## src/rtl/cc_arc_pkg.sv

```systemverilog
// Shared definitions for the ARC microprogram sequencer.
//   - Microword field bit positions (41-bit word)
//   - COND encodings for next-address selection
//   - Sequencer FSM state encoding
//   - decode_addr(): maps IR op/op3 fields to a control-store dispatch address
package cc_arc_pkg;

  localparam int MW_W   = 41;
  localparam int ADDR_W = 11;

  // Microword field positions
  localparam int MW_A_HI    = 40;
  localparam int MW_A_LO    = 35;
  localparam int MW_AMUX    = 34;
  localparam int MW_B_HI    = 33;
  localparam int MW_B_LO    = 28;
  localparam int MW_BMUX    = 27;
  localparam int MW_C_HI    = 26;
  localparam int MW_C_LO    = 21;
  localparam int MW_CMUX    = 20;
  localparam int MW_RD      = 19;
  localparam int MW_WR      = 18;
  localparam int MW_ALU_HI  = 17;
  localparam int MW_ALU_LO  = 14;
  localparam int MW_COND_HI = 13;
  localparam int MW_COND_LO = 11;
  localparam int MW_JUMP_HI = 10;
  localparam int MW_JUMP_LO = 0;

  typedef enum logic [2:0] {
    COND_NEXT   = 3'b000,
    COND_N      = 3'b001,
    COND_Z      = 3'b010,
    COND_V      = 3'b011,
    COND_C      = 3'b100,
    COND_IR13   = 3'b101,
    COND_JUMP   = 3'b110,
    COND_DECODE = 3'b111
  } cond_t;

  typedef enum logic [1:0] {
    ST_FETCH   = 2'd0,
    ST_EXEC    = 2'd1,
    ST_MEMWAIT = 2'd2,
    ST_PAUSE   = 2'd3
  } seq_state_t;

  // Dispatch address: 1 op op3 00. Branch/sethi (op=00) only have a
  // 3-bit sub-opcode in IR[24:22]; it lands in [8:6] with the rest zero.
  function automatic logic [ADDR_W-1:0] decode_addr(input logic [1:0] op,
                                                    input logic [5:0] op3);
    if (op == 2'b00) begin
      decode_addr = {1'b1, 1'b0, op3[5:3], 6'b000000};
    end else begin
      decode_addr = {1'b1, op, op3, 2'b00};
    end
  endfunction

endpackage

```

## src/rtl/cc_micro_branch_logic.sv

```systemverilog
// Combinational next-MPC selection.
// Ports:
//   cond      in  3   COND field of the MIR
//   psr       in  4   {n,z,v,c} flags as seen at commit
//   ir_op     in  2   IR[31:30]
//   ir_op3    in  6   IR[24:19]
//   ir_bit13  in  1   IR[13] (immediate select)
//   jump      in  11  JUMP field of the MIR
//   mpc       in  11  current MPC
//   next_mpc  out 11  address to load into MPC on commit
module cc_micro_branch_logic
  import cc_arc_pkg::*;
(
  input  logic [2:0]        cond,
  input  logic [3:0]        psr,
  input  logic [1:0]        ir_op,
  input  logic [5:0]        ir_op3,
  input  logic              ir_bit13,
  input  logic [ADDR_W-1:0] jump,
  input  logic [ADDR_W-1:0] mpc,
  output logic [ADDR_W-1:0] next_mpc
);

  logic [ADDR_W-1:0] mpc_inc;
  logic              take_jump;

  // Natural 11-bit wrap: 2047 + 1 -> 0
  assign mpc_inc = mpc + ADDR_W'(1);

  always_comb begin
    take_jump = 1'b0;
    next_mpc  = mpc_inc;
    case (cond_t'(cond))
      COND_N:      take_jump = psr[3];
      COND_Z:      take_jump = psr[2];
      COND_V:      take_jump = psr[1];
      COND_C:      take_jump = psr[0];
      COND_IR13:   take_jump = ir_bit13;
      COND_JUMP:   take_jump = 1'b1;
      default:     take_jump = 1'b0;
    endcase
    if (cond_t'(cond) == COND_DECODE) begin
      next_mpc = decode_addr(ir_op, ir_op3);
    end else if (take_jump) begin
      next_mpc = jump;
    end
  end

endmodule

```

## src/rtl/cc_micro_sequencer.sv

```systemverilog
// ARC microprogram sequencer: owns MPC and MIR, fetches the microword from
// the combinational control store, commits it (optionally after a memory
// handshake) and selects the next MPC.
// Ports:
//   CC_MicroSequencer_CLOCK_50         in  1   clock
//   CC_MicroSequencer_RESET_InLow      in  1   async active-low reset
//   CC_MicroSequencer_run_InLow        in  1   0 = run, 1 = pause at commit
//   CC_MicroSequencer_microword_InBUS  in  41  control-store output at MPC
//   CC_MicroSequencer_ir_InBUS         in  32  instruction register
//   CC_MicroSequencer_psr_InBUS        in  4   {n,z,v,c}
//   CC_MicroSequencer_memReady_In      in  1   memory access completes
//   CC_MicroSequencer_mpc_OutBUS       out 11  control-store address
//   CC_MicroSequencer_mir_OutBUS       out 41  MIR to datapath
//   CC_MicroSequencer_execute_Out      out 1   datapath commit strobe
//   CC_MicroSequencer_memRd_Out        out 1   memory read request
//   CC_MicroSequencer_memWr_Out        out 1   memory write request
//   CC_MicroSequencer_state_OutBUS     out 2   FSM state (debug)
module cc_micro_sequencer
  import cc_arc_pkg::*;
#(
  parameter int DATAWIDTH_MICROWORD = MW_W,
  parameter int DATAWIDTH_ADDR      = ADDR_W,
  parameter int RESET_ADDR          = 0
) (
  input  logic                           CC_MicroSequencer_CLOCK_50,
  input  logic                           CC_MicroSequencer_RESET_InLow,
  input  logic                           CC_MicroSequencer_run_InLow,
  input  logic [DATAWIDTH_MICROWORD-1:0] CC_MicroSequencer_microword_InBUS,
  input  logic [31:0]                    CC_MicroSequencer_ir_InBUS,
  input  logic [3:0]                     CC_MicroSequencer_psr_InBUS,
  input  logic                           CC_MicroSequencer_memReady_In,
  output logic [DATAWIDTH_ADDR-1:0]      CC_MicroSequencer_mpc_OutBUS,
  output logic [DATAWIDTH_MICROWORD-1:0] CC_MicroSequencer_mir_OutBUS,
  output logic                           CC_MicroSequencer_execute_Out,
  output logic                           CC_MicroSequencer_memRd_Out,
  output logic                           CC_MicroSequencer_memWr_Out,
  output logic [1:0]                     CC_MicroSequencer_state_OutBUS
);

  localparam logic [DATAWIDTH_ADDR-1:0] RESET_MPC = DATAWIDTH_ADDR'(RESET_ADDR);

  seq_state_t                     state_reg, state_next;
  logic [DATAWIDTH_ADDR-1:0]      mpc_reg, mpc_next;
  logic [DATAWIDTH_MICROWORD-1:0] mir_reg, mir_next;
  logic [DATAWIDTH_ADDR-1:0]      branch_mpc;
  logic                           mir_rd, mir_wr, mem_req;
  logic                           execute, mem_rd, mem_wr;

  assign mir_rd  = mir_reg[MW_RD];
  assign mir_wr  = mir_reg[MW_WR];
  assign mem_req = mir_rd | mir_wr;

  cc_micro_branch_logic u_branch (
    .cond     (mir_reg[MW_COND_HI:MW_COND_LO]),
    .psr      (CC_MicroSequencer_psr_InBUS),
    .ir_op    (CC_MicroSequencer_ir_InBUS[31:30]),
    .ir_op3   (CC_MicroSequencer_ir_InBUS[24:19]),
    .ir_bit13 (CC_MicroSequencer_ir_InBUS[13]),
    .jump     (mir_reg[MW_JUMP_HI:MW_JUMP_LO]),
    .mpc      (mpc_reg),
    .next_mpc (branch_mpc)
  );

  always_ff @(posedge CC_MicroSequencer_CLOCK_50 or negedge CC_MicroSequencer_RESET_InLow) begin
    if (!CC_MicroSequencer_RESET_InLow) begin
      state_reg <= ST_FETCH;
      mpc_reg   <= RESET_MPC;
      mir_reg   <= '0;
    end else begin
      state_reg <= state_next;
      mpc_reg   <= mpc_next;
      mir_reg   <= mir_next;
    end
  end

  always_comb begin
    state_next = state_reg;
    mpc_next   = mpc_reg;
    mir_next   = mir_reg;
    execute    = 1'b0;
    mem_rd     = 1'b0;
    mem_wr     = 1'b0;
    case (state_reg)
      ST_FETCH: begin
        mir_next   = CC_MicroSequencer_microword_InBUS;
        state_next = ST_EXEC;
      end
      ST_EXEC, ST_MEMWAIT: begin
        // Request is driven from EXEC onward so a ready memory can finish
        // in the same cycle the request launches.
        mem_rd = mir_rd;
        mem_wr = mir_wr;
        if (mem_req && !CC_MicroSequencer_memReady_In) begin
          state_next = ST_MEMWAIT;
        end else begin
          execute    = 1'b1;
          mpc_next   = branch_mpc;
          // run_InLow only matters at the commit boundary
          state_next = CC_MicroSequencer_run_InLow ? ST_PAUSE : ST_FETCH;
        end
      end
      ST_PAUSE: begin
        if (!CC_MicroSequencer_run_InLow) state_next = ST_FETCH;
      end
      default: state_next = ST_FETCH;
    endcase
  end

  assign CC_MicroSequencer_mpc_OutBUS   = mpc_reg;
  assign CC_MicroSequencer_mir_OutBUS   = mir_reg;
  assign CC_MicroSequencer_execute_Out  = execute;
  assign CC_MicroSequencer_memRd_Out    = mem_rd;
  assign CC_MicroSequencer_memWr_Out    = mem_wr;
  assign CC_MicroSequencer_state_OutBUS = state_reg;

endmodule

```

## config.mk

```make
export PLATFORM = sky130hd
export DESIGN_NAME = cc_micro_sequencer
export DESIGN_NICKNAME = d
export VERILOG_FILES = /design/src/rtl/cc_arc_pkg.sv /design/src/rtl/cc_micro_branch_logic.sv /design/src/rtl/cc_micro_sequencer.sv
export SDC_FILE = /design/constraint.sdc
export NUM_CORES = 1
export LEC_CHECK = 0
export CAP_MARGIN = 0
export CORE_MARGIN = 2
export CORE_UTILIZATION = 28
export CTS_CLUSTER_DIAMETER = 100
export DETAILED_ROUTE_END_ITERATION = 16
export PLACE_DENSITY_LB_ADDON = 0.3
export SYNTH_ARGS = -nofsm -noshare
export SYNTH_HDL_FRONTEND = slang
export SYNTH_HIERARCHICAL = 1
export SYNTH_SLANG_ARGS = --single-unit
```

## constraint.sdc

```tcl
create_clock -name CC_MicroSequencer_CLOCK_50 -period 4.7 [get_ports CC_MicroSequencer_CLOCK_50]
set_input_delay 0.94 -clock CC_MicroSequencer_CLOCK_50 [delete_from_list [all_inputs] [get_ports CC_MicroSequencer_CLOCK_50]]
set_output_delay 0.94 -clock CC_MicroSequencer_CLOCK_50 [all_outputs]
set_load 0.005 [all_outputs]
```

# Yosys cells after proc, flatten, opt, wreduce, memory -nomap -nowiden
# Index checks and enable logic that the tools add are counted.
# totals
out_inout_bits,57
inputBits,81
register_bits,54
wordCells,35
# op_classes
n_reduce_logical,6
mux,12
bitwise,2
n_eq_ne,11
n_addsub,1
# ops
operator,n
two-way mux 11 bit,2
"equality test 3 bit, second input constant",4
"adder 11 x 1 -> 11 bit, second input constant",1
two-way mux 10 bit,1
"equality test 3 x 2 -> 1 bit, second input constant",2
two-way mux 2 bit,3
case mux 1 bit (6 select lines),1
case mux 2 bit (3 select lines),1
"equality test 2 bit, second input constant",2
logical NOT 2 bit,2
two-way mux 1 bit,4
"equality test 3 x 1 -> 1 bit, second input constant",1
"equality test 2 x 1 -> 1 bit, second input constant",1
"inequality test 2 bit, second input constant",1
AND reduction 2 bit,1
OR reduction 2 bit,1
logical AND 1 bit,1
logical NOT 1 bit,1
inverter 1 bit,1
bitwise OR 1 bit,1

# Depth between registers and ports, before layout
# Gate-level depths: netlist of the first run.
# depth
ltp_word,4
depth_mapped,6
ltp_nobuf,6

# Modules after synthesis
# The synthesis of the first run kept the hierarchy.
# modules_own_cells
mod,area_each_um2,n_inst,seq_area_each_um2,cells_each
cc_micro_sequencer,2132.0,1,1351.3,128
cc_micro_branch_logic,496.7,1,0.0,73

# Worst setup path after synthesis of the first run
# No wires, ideal clock.
# synth_path
path_kind,input to output
startpoint,in CC_MicroSequencer_memReady_In
endpoint,out CC_MicroSequencer_execute_Out
path_buffers,1
arrival_time_ns,1.397
t_required_ns,3.760
stages,4
path_slack_ns,2.363
path_cell_list,o21bai_4 nand2_4 buf_6 inv_1
# synth_via
elab_chain_cells,4
# synth_lines
item,line_no,source
start: declaration,cc_micro_sequencer.sv:31,"input logic CC_MicroSequencer_memReady_In,"
logical NOT 1 bit,cc_micro_sequencer.sv:93,if (mem_req && !CC_MicroSequencer_memReady_In) begin
logical AND 1 bit,cc_micro_sequencer.sv:93,
two-way mux 1 bit,cc_micro_sequencer.sv:93,
two-way mux 1 bit,cc_micro_sequencer.sv:83,case (state_reg)
end: declaration,cc_micro_sequencer.sv:34,"output logic CC_MicroSequencer_execute_Out,"
# Every way passes these cells.

# Worst setup path after layout of the first run
# Same ends and word-level chain as after synthesis.

==> flow_summary.ini, run 1 <==
[run_status]
status = finished, final reports clean

[drt]
drt-total-wl_um = 6780
drt_iter0_drc = 82
antenna_left = 0
first_pass_iters = 4
routed_via_density = 4.82
drc_errors = 0
wl_per_cell_um = 15.9
routed-via-count = 2053

[clocking]
clk_latency_ns = 0.30
cts-resized-gates = 0
cts_buffers = 5
h-tree-depth = 2
clockBufferDepth = 2
cts_tree = yes
path_clk_slew_ns = 0.10
clkSinkCount = 54
cts_setup_buffers = 0
ctsHoldBuffers = 0
cts-root-buf = clkbuf_8

[layout]
fin_nets = 398
drive_gt1_frac = 0.222
mostFrequentLayoutCells = clkdlybuf4s50_1, dfrtp_1, mux2_2, mux2_4
final_common_cell = clkdlybuf4s50_1
areaGrowthSynthToFinish_pct = 51.1
n_antenna_cell = 0

[synth]
synth_flop_cell = dfrtp_1
syn_avg_cell_area_um2 = 13.1
postSynthCellCount = 201
syn-num-nets = 285
synth-edff-count = 0
synth_cell_types = 43
synth-seq-cells = 54
syn_area_um2 = 2630
async_reset_ff_frac = 1.00
ys_warn_count = 6
yosysSeqAreaShare = 0.514

[pwr]
ir_drop_mv = 0.292
p_leak_nw = 1.60
power_density_nw_per_um2 = 707

[setup_path]
path_max_fanout = 12
critPathLaunchType = input port
reg2reg_slack_ns = 2.77
path_cells = clkdlybuf4s50_1 > o21bai_4 > nand2_4 > inv_1 > clkdlybuf4s50_1
crit_type = input port to output port
critPathMostFrequentCell = clkdlybuf4s50_1
worst_ep_arrival_time_ns = 2.29
r2r-start = CC_MicroSequencer_mpc_OutBUS[0]
reg2reg_depth = 6
required_ns = 3.76
critPathMaxStageDelay_ns = 0.50
critPathCaptureType = output port
reg2reg_to = CC_MicroSequencer_mpc_OutBUS[8]
slowest_stage = clkdlybuf4s50_1

[grt]
grt_overflow_total = 0
grt_pass1_vias = 2190
grt_usage = 0.136
grt_pass1_wl_um = 10800
antenna_found_initial = 0
grt_start_max_net_pins = 55

[sta]
final.setup.tns_ns = 0
drv_slew = 0
rsz0062_at_grt = false
layout_min_cycle_time_ns = 3.23
post-route-period-util = 0.687
fin_skew_ns = 0.0136
setup_slack_ns = 1.47
finalHoldViolCount = 0
fmax_mhz = 310
setup_viol = 0
maxSlewHeadroom = 0.315
worstMarginPinSlew_ns = 1.03

[min_path]
hold_start = CC_MicroSequencer_mir_OutBUS[15]
min_path_cells = 1
hp-class = flop to flop
min_to = CC_MicroSequencer_mir_OutBUS[15]

[floorplan]
rows = 35
num_io_pins = 138
start_util = 0.287
core_region_area_um2 = 9150
fp.dieW_um = 101
die-height_um = 101
die_area_um2 = 10200

[placement]
dp_slack_ns = 1.46
post-dp-hpwl_um = 4930
gp_congestion = 0.820
place.port_buffers = 114

[flow_run]
maxCapViolCount = 0
-- kinds of logic (layout without fill, tap and decap cells) --
group / after synthesis / in the layout / synth area share
compound gates: 34 / 34 / 0.100
xor+xnor: 8 / 8 / 0.0267
fa+ha+maj: 3 / 3 / 0.0143
mux: 56 / 56 / 0.251
simple gates: 32 / 32 / 0.0676
flops: 54 / 54 / 0.514
buf+inv: 14 / 128 / 0.0257
-- layer usage --
metal,track usage,part of all wire
met3,0.0513,0.11
met5,0,0
met1,0.165,0.41
met2,0.223,0.47
met4,0.0437,0.012
-- worst max path at each step --
stage                                        startpoint  slack, ns  depth (start not counted)                       endpoint
after CTS                 CC_MicroSequencer_memReady_In       1.47                          5  CC_MicroSequencer_execute_Out
after floorplan           CC_MicroSequencer_memReady_In       2.36                          4  CC_MicroSequencer_execute_Out
after detailed placement  CC_MicroSequencer_memReady_In       1.46                          5  CC_MicroSequencer_execute_Out
after global routing      CC_MicroSequencer_memReady_In       1.44                          5  CC_MicroSequencer_execute_Out
after global placement    CC_MicroSequencer_memReady_In       1.45                          5  CC_MicroSequencer_execute_Out
final                     CC_MicroSequencer_memReady_In       1.47                          5  CC_MicroSequencer_execute_Out
-- through the flow --
stage	total power, mW	area (µm²)	util	std cells	hold slack [ns]
after floorplan	1.79	2630	-	201	0.505
after global placement	2.50	3860	0.422	418	0.489
after detailed placement	2.53	3860	0.422	418	0.495
after CTS	2.86	3970	0.434	426	0.518
after global routing	3.02	3970	0.434	426	0.536
final	2.81	3970	0.434	426	0.512
-- cell type report --
cell class | instances | area (µm²)
clock buffer | 7 | 76.3
clock inverter | 1 | 30.0
fill | 885 | 5180
inverter | 5 | 18.8
multi-input combinational | 133 | 1210
sequential | 54 | 1350
tap | 111 | 139
timing repair buffer | 115 | 1140
-- registers in the layout (all words and copies together), names as in the netlist --
signal                          count
CC_MicroSequencer_mpc_OutBUS       11
CC_MicroSequencer_state_OutBUS      2
CC_MicroSequencer_mir_OutBUS       41
-- critical path, delay by kind of cell --
family	cells	cell delay, ns
buf+inv	3	1.04
simple gates	1	0.18
compound gates	1	0.13
-- cells in the mapped netlist (2+ instances only) --
master    n  area [µm²]
dfrtp_1  54        1350
mux2_2   44         495
mux2_4    9         135
buf_2     6        30.0
nand2_1   6        22.5
nor2_1    6        22.5
o31ai_1   6        45.0
a21oi_1   5        25.0
inv_1     5        18.8
nand3_1   5        25.0
xnor2_1   5        43.8
o21ai_0   4        20.0
o22ai_1   4        25.0
ha_1      3        37.5
mux2i_1   3        30.0
nor3_1    3        15.0
xor2_1    3        26.3
a221o_1   2        20.0
and2_1    2        12.5
nand4_1   2        12.5
o21ai_1   2        10.0
-- where the power goes --
part	leakage [nW]	internal [mW]	switching (mW)
clock network	0.0524	0.160	0.149
registers	0.637	0.709	0.225
logic	0.908	1.01	0.555
Note: power is estimated with default switching activity, not from simulation.
==> inputs of run 2 (changes only) <==
==> constraint.sdc (replaced) <==
create_clock -name CC_MicroSequencer_CLOCK_50 -period 2.7 [get_ports CC_MicroSequencer_CLOCK_50]
set_input_delay 0.54 -clock CC_MicroSequencer_CLOCK_50 [delete_from_list [all_inputs] [get_ports CC_MicroSequencer_CLOCK_50]]
set_output_delay 0.54 -clock CC_MicroSequencer_CLOCK_50 [all_outputs]
set_load 0.005 [all_outputs]
==> run 2 against run 1 <==
First-iteration DRC count fell by 40%. Largest cell class unchanged. Die area did not move. Design area rose by 0.88%. Critical endpoint is now CC_MicroSequencer_memWr_Out. Critical path depth fell by 1. Highest routed layer unchanged. Final cell count rose by 0.47%. Global-route usage rose by 0.29 points. Worst setup slack got worse by 1.1 ns. Via count rose by 1.4%. Total power rose by 77%. Clock power rose by 81%.
==> flow_summary.ini, run 2 (same netlist as run 1, synthesis figures left out) <==
[layout]
drive_gt1_frac = 0.233
n_antenna_cell = 0
fill_cells = 867
areaGrowthSynthToFinish_pct = 52.4
multiInputGateArea_um2 = 1210
seqCellArea_um2 = 1350
largest_reg_flops = 41
fin_nets = 400
final_common_cell = clkdlybuf4s50_1
final_cells = 428
mostFrequentLayoutCells = clkdlybuf4s50_1, dfrtp_1, mux2_2, mux2_4
final_cell_area_um2 = 4010
fin_util = 0.438

[floorplan]
die-height_um = 101
rows = 35
fp.dieW_um = 101
core_region_area_um2 = 9150
num_io_pins = 138
die_area_um2 = 10200
start_util = 0.287

[sta]
drv_slew = 0
fin_skew_ns = 0.00943
setup_viol = 0
post-route-period-util = 0.864
fmax_mhz = 429
layout_min_cycle_time_ns = 2.33
rsz0062_at_grt = false
worstMarginPinSlew_ns = 0.715
maxSlewHeadroom = 0.523
finalHoldViolCount = 0
setup_slack_ns = 0.367
final.setup.tns_ns = 0
holdWs_ns = 0.351

[grt]
grt_overflow_total = 0
antenna_found_initial = 0
grt_usage = 0.139
grt_pass1_wl_um = 11100
grt_start_max_net_pins = 55
grt_pass1_vias = 2286

[drt]
routed_via_density = 4.86
drt_iter0_drc = 49
routed-via-count = 2082
antenna_left = 0
drc_errors = 0
first_pass_iters = 4
wl_per_cell_um = 16.0
drt-total-wl_um = 6830

[clocking]
cts-resized-gates = 0
h-tree-depth = 2
cts_tree = yes
path_clk_slew_ns = 0.11
ctsHoldBuffers = 0
clkSinkCount = 54
cts-root-buf = clkbuf_8
clockBufferDepth = 2
clk_latency_ns = 0.31
cts_setup_buffers = 0
cts_buffers = 5

[min_path]
hp-class = input port to async pin

[setup_path]
critPathLaunchType = flop
reg2reg_depth = 6
path_max_fanout = 5
r2r-start = CC_MicroSequencer_mpc_OutBUS[0]
reg2reg_slack_ns = 0.77
critPathCaptureType = output port
critPathMaxStageDelay_ns = 0.49
crit_buf_inv = 2
worst_ep_arrival_time_ns = 1.79
critical_path.top_delay_family = buffers and inverters
path_cells = inv_1 > ha_2 > and2_2 > clkdlybuf4s50_1
required_ns = 2.16
slowest_stage = clkdlybuf4s50_1
crit_type = flop to output port
reg2reg_to = CC_MicroSequencer_mpc_OutBUS[8]

[placement]
place_area_um2 = 3890
dp_slack_ns = 0.351
gp_congestion = 0.853
place.port_buffers = 114
post-dp-hpwl_um = 4960
dp.cells = 420

[flow_run]
maxCapViolCount = 0

[pwr]
power_density_nw_per_um2 = 1240
combPwrFrac = 0.559
swShare = 0.334
p_int_mw = 3.31
netSwitchingPower_mw = 1.66
p_leak_nw = 1.61
pwr-share-seq = 0.328
clkPwrFrac = 0.113
ir_drop_mv = 0.518
p_total_mw = 4.96

[run_status]
status = finished, final reports clean
-- run 2: changes by cell type in the layout (fill, tap and decap cells not counted), sizes merged --
cell,previous run,this run
buf,2,4
clkbuf,7,5
clkinvlp,0,2
-- run 2: layout make-up --
cell class	instances	share of cell area
flip-flops and latches	54	0.337
repair buffers	117	0.292
clock inverters	3	0.0112
inverters	5	0.00468
multi-input cells	133	0.303
well taps	111	0.0347
clock buffers	5	0.0172
-- run 2: power groups by stage --
stage | combinational (mW) | clock, mW | sequential [mW]
floorplan | 1.51 | 0 | 1.60
global placement | 2.77 | 0 | 1.63
detailed placement | 2.80 | 0 | 1.65
CTS | 2.81 | 0.584 | 1.64
global route | 3.01 | 0.619 | 1.70
finish | 2.77 | 0.560 | 1.63
-- run 2: how the worst max path moves through the flow --
stage	from	end	slack (ns)	depth (start not counted)
after floorplan	CC_MicroSequencer_mpc_OutBUS[0]	CC_MicroSequencer_mpc_OutBUS[8]	0.93	6
after global placement	CC_MicroSequencer_ir_InBUS[30]	CC_MicroSequencer_mpc_OutBUS[7]	0.38	6
after detailed placement	CC_MicroSequencer_psr_InBUS[0]	CC_MicroSequencer_mpc_OutBUS[5]	0.35	6
after CTS	CC_MicroSequencer_state_OutBUS[1]	CC_MicroSequencer_memWr_Out	0.33	4
after global routing	CC_MicroSequencer_state_OutBUS[0]	CC_MicroSequencer_memRd_Out	0.27	4
final	CC_MicroSequencer_state_OutBUS[1]	CC_MicroSequencer_memWr_Out	0.37	4
-- run 2: layer usage --
metal	up-vias	global-route usage	share of wire
met3	5	0.0513	0.098
met4	0	0.0385	0.0075
li1	971	-	-
met1	1018	0.168	0.42
met2	88	0.232	0.47
met5	-	0	0
==> inputs of run 3 (changes only) <==
--- a/config.mk
+++ b/config.mk
@@ -10,7 +10,10 @@
 export CORE_UTILIZATION = 28
 export CTS_CLUSTER_DIAMETER = 100
 export DETAILED_ROUTE_END_ITERATION = 16
+export GPL_TIMING_DRIVEN = 0
 export PLACE_DENSITY_LB_ADDON = 0.3
+export SETUP_SLACK_MARGIN = 0.02
+export SKIP_CTS_REPAIR_TIMING = 1
 export SYNTH_ARGS = -nofsm -noshare
 export SYNTH_HDL_FRONTEND = slang
 export SYNTH_HIERARCHICAL = 1
==> run 3 against run 2 <==
Maximum frequency fell by 7.2%. Count of clock-buffer cells in the layout is the same. Worst setup slack lost 0.18 ns. Clock power down 1%. Largest cell class unchanged. Clock skew fell by 0.0036 ns. Critical path type unchanged. Non-clock buffer count increased by 7. Largest power group unchanged. Register-to-register slack barely moved. Sequential share of layout area is 0.22 points lower. Worst hold slack got worse by 0.20 ns. Core utilization is 0.29 points higher. Global-route usage shrank 0.15 points.
==> flow_summary.ini, run 3 (same netlist as run 1, synthesis figures left out) <==
[run_status]
status = finished, final reports clean

[clocking]
cts_buffers = 5
cts-root-buf = clkbuf_8
cts_tree = yes
clkSinkCount = 54
clk_latency_ns = 0.30
h-tree-depth = 2
path_clk_slew_ns = 0.10
clockBufferDepth = 2

[floorplan]
rows = 35
num_io_pins = 138
die_area_um2 = 10200
core_region_area_um2 = 9150
die-height_um = 101
fp.dieW_um = 101
start_util = 0.287

[drt]
first_pass_iters = 4
drt_iter0_drc = 59
antenna_left = 0
drc_errors = 0
wl_per_cell_um = 15.8
routed-via-count = 2090
drt-total-wl_um = 6860
routed_via_density = 4.80

[setup_path]
reg2reg_to = CC_MicroSequencer_mpc_OutBUS[8]
r2r-start = CC_MicroSequencer_mpc_OutBUS[0]
critPathCaptureType = output port
reg2reg_slack_ns = 0.77
path_max_fanout = 10
required_ns = 2.16
critPathLaunchType = flop
worst_ep_arrival_time_ns = 1.97
reg2reg_depth = 6
crit_type = flop to output port

[min_path]
hp-class = input port to async pin

[sta]
final.setup.tns_ns = 0
post-route-period-util = 0.931
rsz0062_at_grt = false
finalHoldViolCount = 0
fin_skew_ns = 0.00588
setup_viol = 0
worstMarginPinSlew_ns = 0.430
fmax_mhz = 398
maxSlewHeadroom = 0.713
layout_min_cycle_time_ns = 2.51
drv_slew = 0

[flow_run]
maxCapViolCount = 0

[grt]
grt_start_max_net_pins = 39
grt_usage = 0.137
grt_pass1_vias = 2219
grt_pass1_wl_um = 10900
antenna_found_initial = 0
grt_overflow_total = 0

[layout]
mostFrequentLayoutCells = clkdlybuf4s50_1, dfrtp_1, mux2_2, mux2_4, buf_2
fin_nets = 407
drive_gt1_frac = 0.241
final_cells = 435
seqCellArea_um2 = 1350
n_antenna_cell = 0
largest_reg_flops = 41
fill_cells = 842
multiInputGateArea_um2 = 1210
final_common_cell = clkdlybuf4s50_1
areaGrowthSynthToFinish_pct = 53.4

[pwr]
ir_drop_mv = 0.491
power_density_nw_per_um2 = 1230
p_leak_nw = 1.64

[placement]
post-dp-hpwl_um = 5130
dp.cells = 427
place.port_buffers = 114
gp_congestion = 0.837
[run 3: cell count changes in the layout (fill, tap and decap cells not counted)]
cell	change
buf_1	+1
buf_2	+6
buf_4	-2
buf_6	+1
clkbuf_1	+1
clkinv_2	+2
clkinvlp_4	-2
ha_1	+1
ha_2	-1
[run 3: area by class of cell]
class,count,area share
sequential,54,0.335
multi-input combinational,133,0.300
timing repair buffer,115,0.287
tap,111,0.0344
clock buffer,5,0.0171
buffer,9,0.0121
clock inverter,3,0.00993
inverter,5,0.00465
[run 3: critical path, cell delays in order (launching register included)]
cell and delay, ns:
dfrtp_1 0.41, inv_1 0.06, ha_1 0.39, nand2_4 0.09
buf_6 0.17, inv_1 0.06, clkdlybuf4s50_1 0.49
[run 3: worst max path at each step]
stage	cells after the start	startpoint	to	slack, ns
6_report	6	CC_MicroSequencer_state_OutBUS[0]	CC_MicroSequencer_execute_Out	0.19
5_1_grt	6	CC_MicroSequencer_state_OutBUS[0]	CC_MicroSequencer_execute_Out	0.06
4_1_cts	6	CC_MicroSequencer_state_OutBUS[0]	CC_MicroSequencer_execute_Out	0.14
2_1_floorplan	6	CC_MicroSequencer_mpc_OutBUS[0]	CC_MicroSequencer_mpc_OutBUS[8]	0.93
3_5_place_dp	6	CC_MicroSequencer_memReady_In	CC_MicroSequencer_execute_Out	0.21
3_3_place_gp	1	CC_MicroSequencer_RESET_InLow	CC_MicroSequencer_mir_OutBUS[34]	-0.73
[run 3: metal layers]
layer	global-route usage	routed length, µm	share of wire
met1	0.165	2830	0.41
met2	0.227	3260	0.47
met3	0.0589	705	0.10
met4	0.0353	61	0.0089
met5	0	0	0
[run 3: through the flow]
| step | hold WS, ns | util | power (mW) | cell area, µm² | setup WS [ns] |
|---|---|---|---|---|---|
| 3_5_place_dp | 0.495 | 0.429 | 4.45 | 3920 | 0.214 |
| 3_3_place_gp | 0.489 | 0.427 | 4.40 | 3910 | -0.733 |
| 2_1_floorplan | 0.244 | - | 3.11 | 2630 | 0.928 |
| 6_report | 0.155 | 0.441 | 4.95 | 4030 | 0.186 |
| 5_1_grt | 0.173 | 0.441 | 5.33 | 4030 | 0.0643 |
| 4_1_cts | 0.161 | 0.441 | 5.03 | 4030 | 0.137 |
[run 3: power breakdown]
part           switching, mW  internal (mW)  leakage [nW]  total (mW)
logic                  0.971           1.80         0.950        2.77
registers              0.393           1.24         0.637        1.63
clock network          0.278          0.274        0.0579       0.552
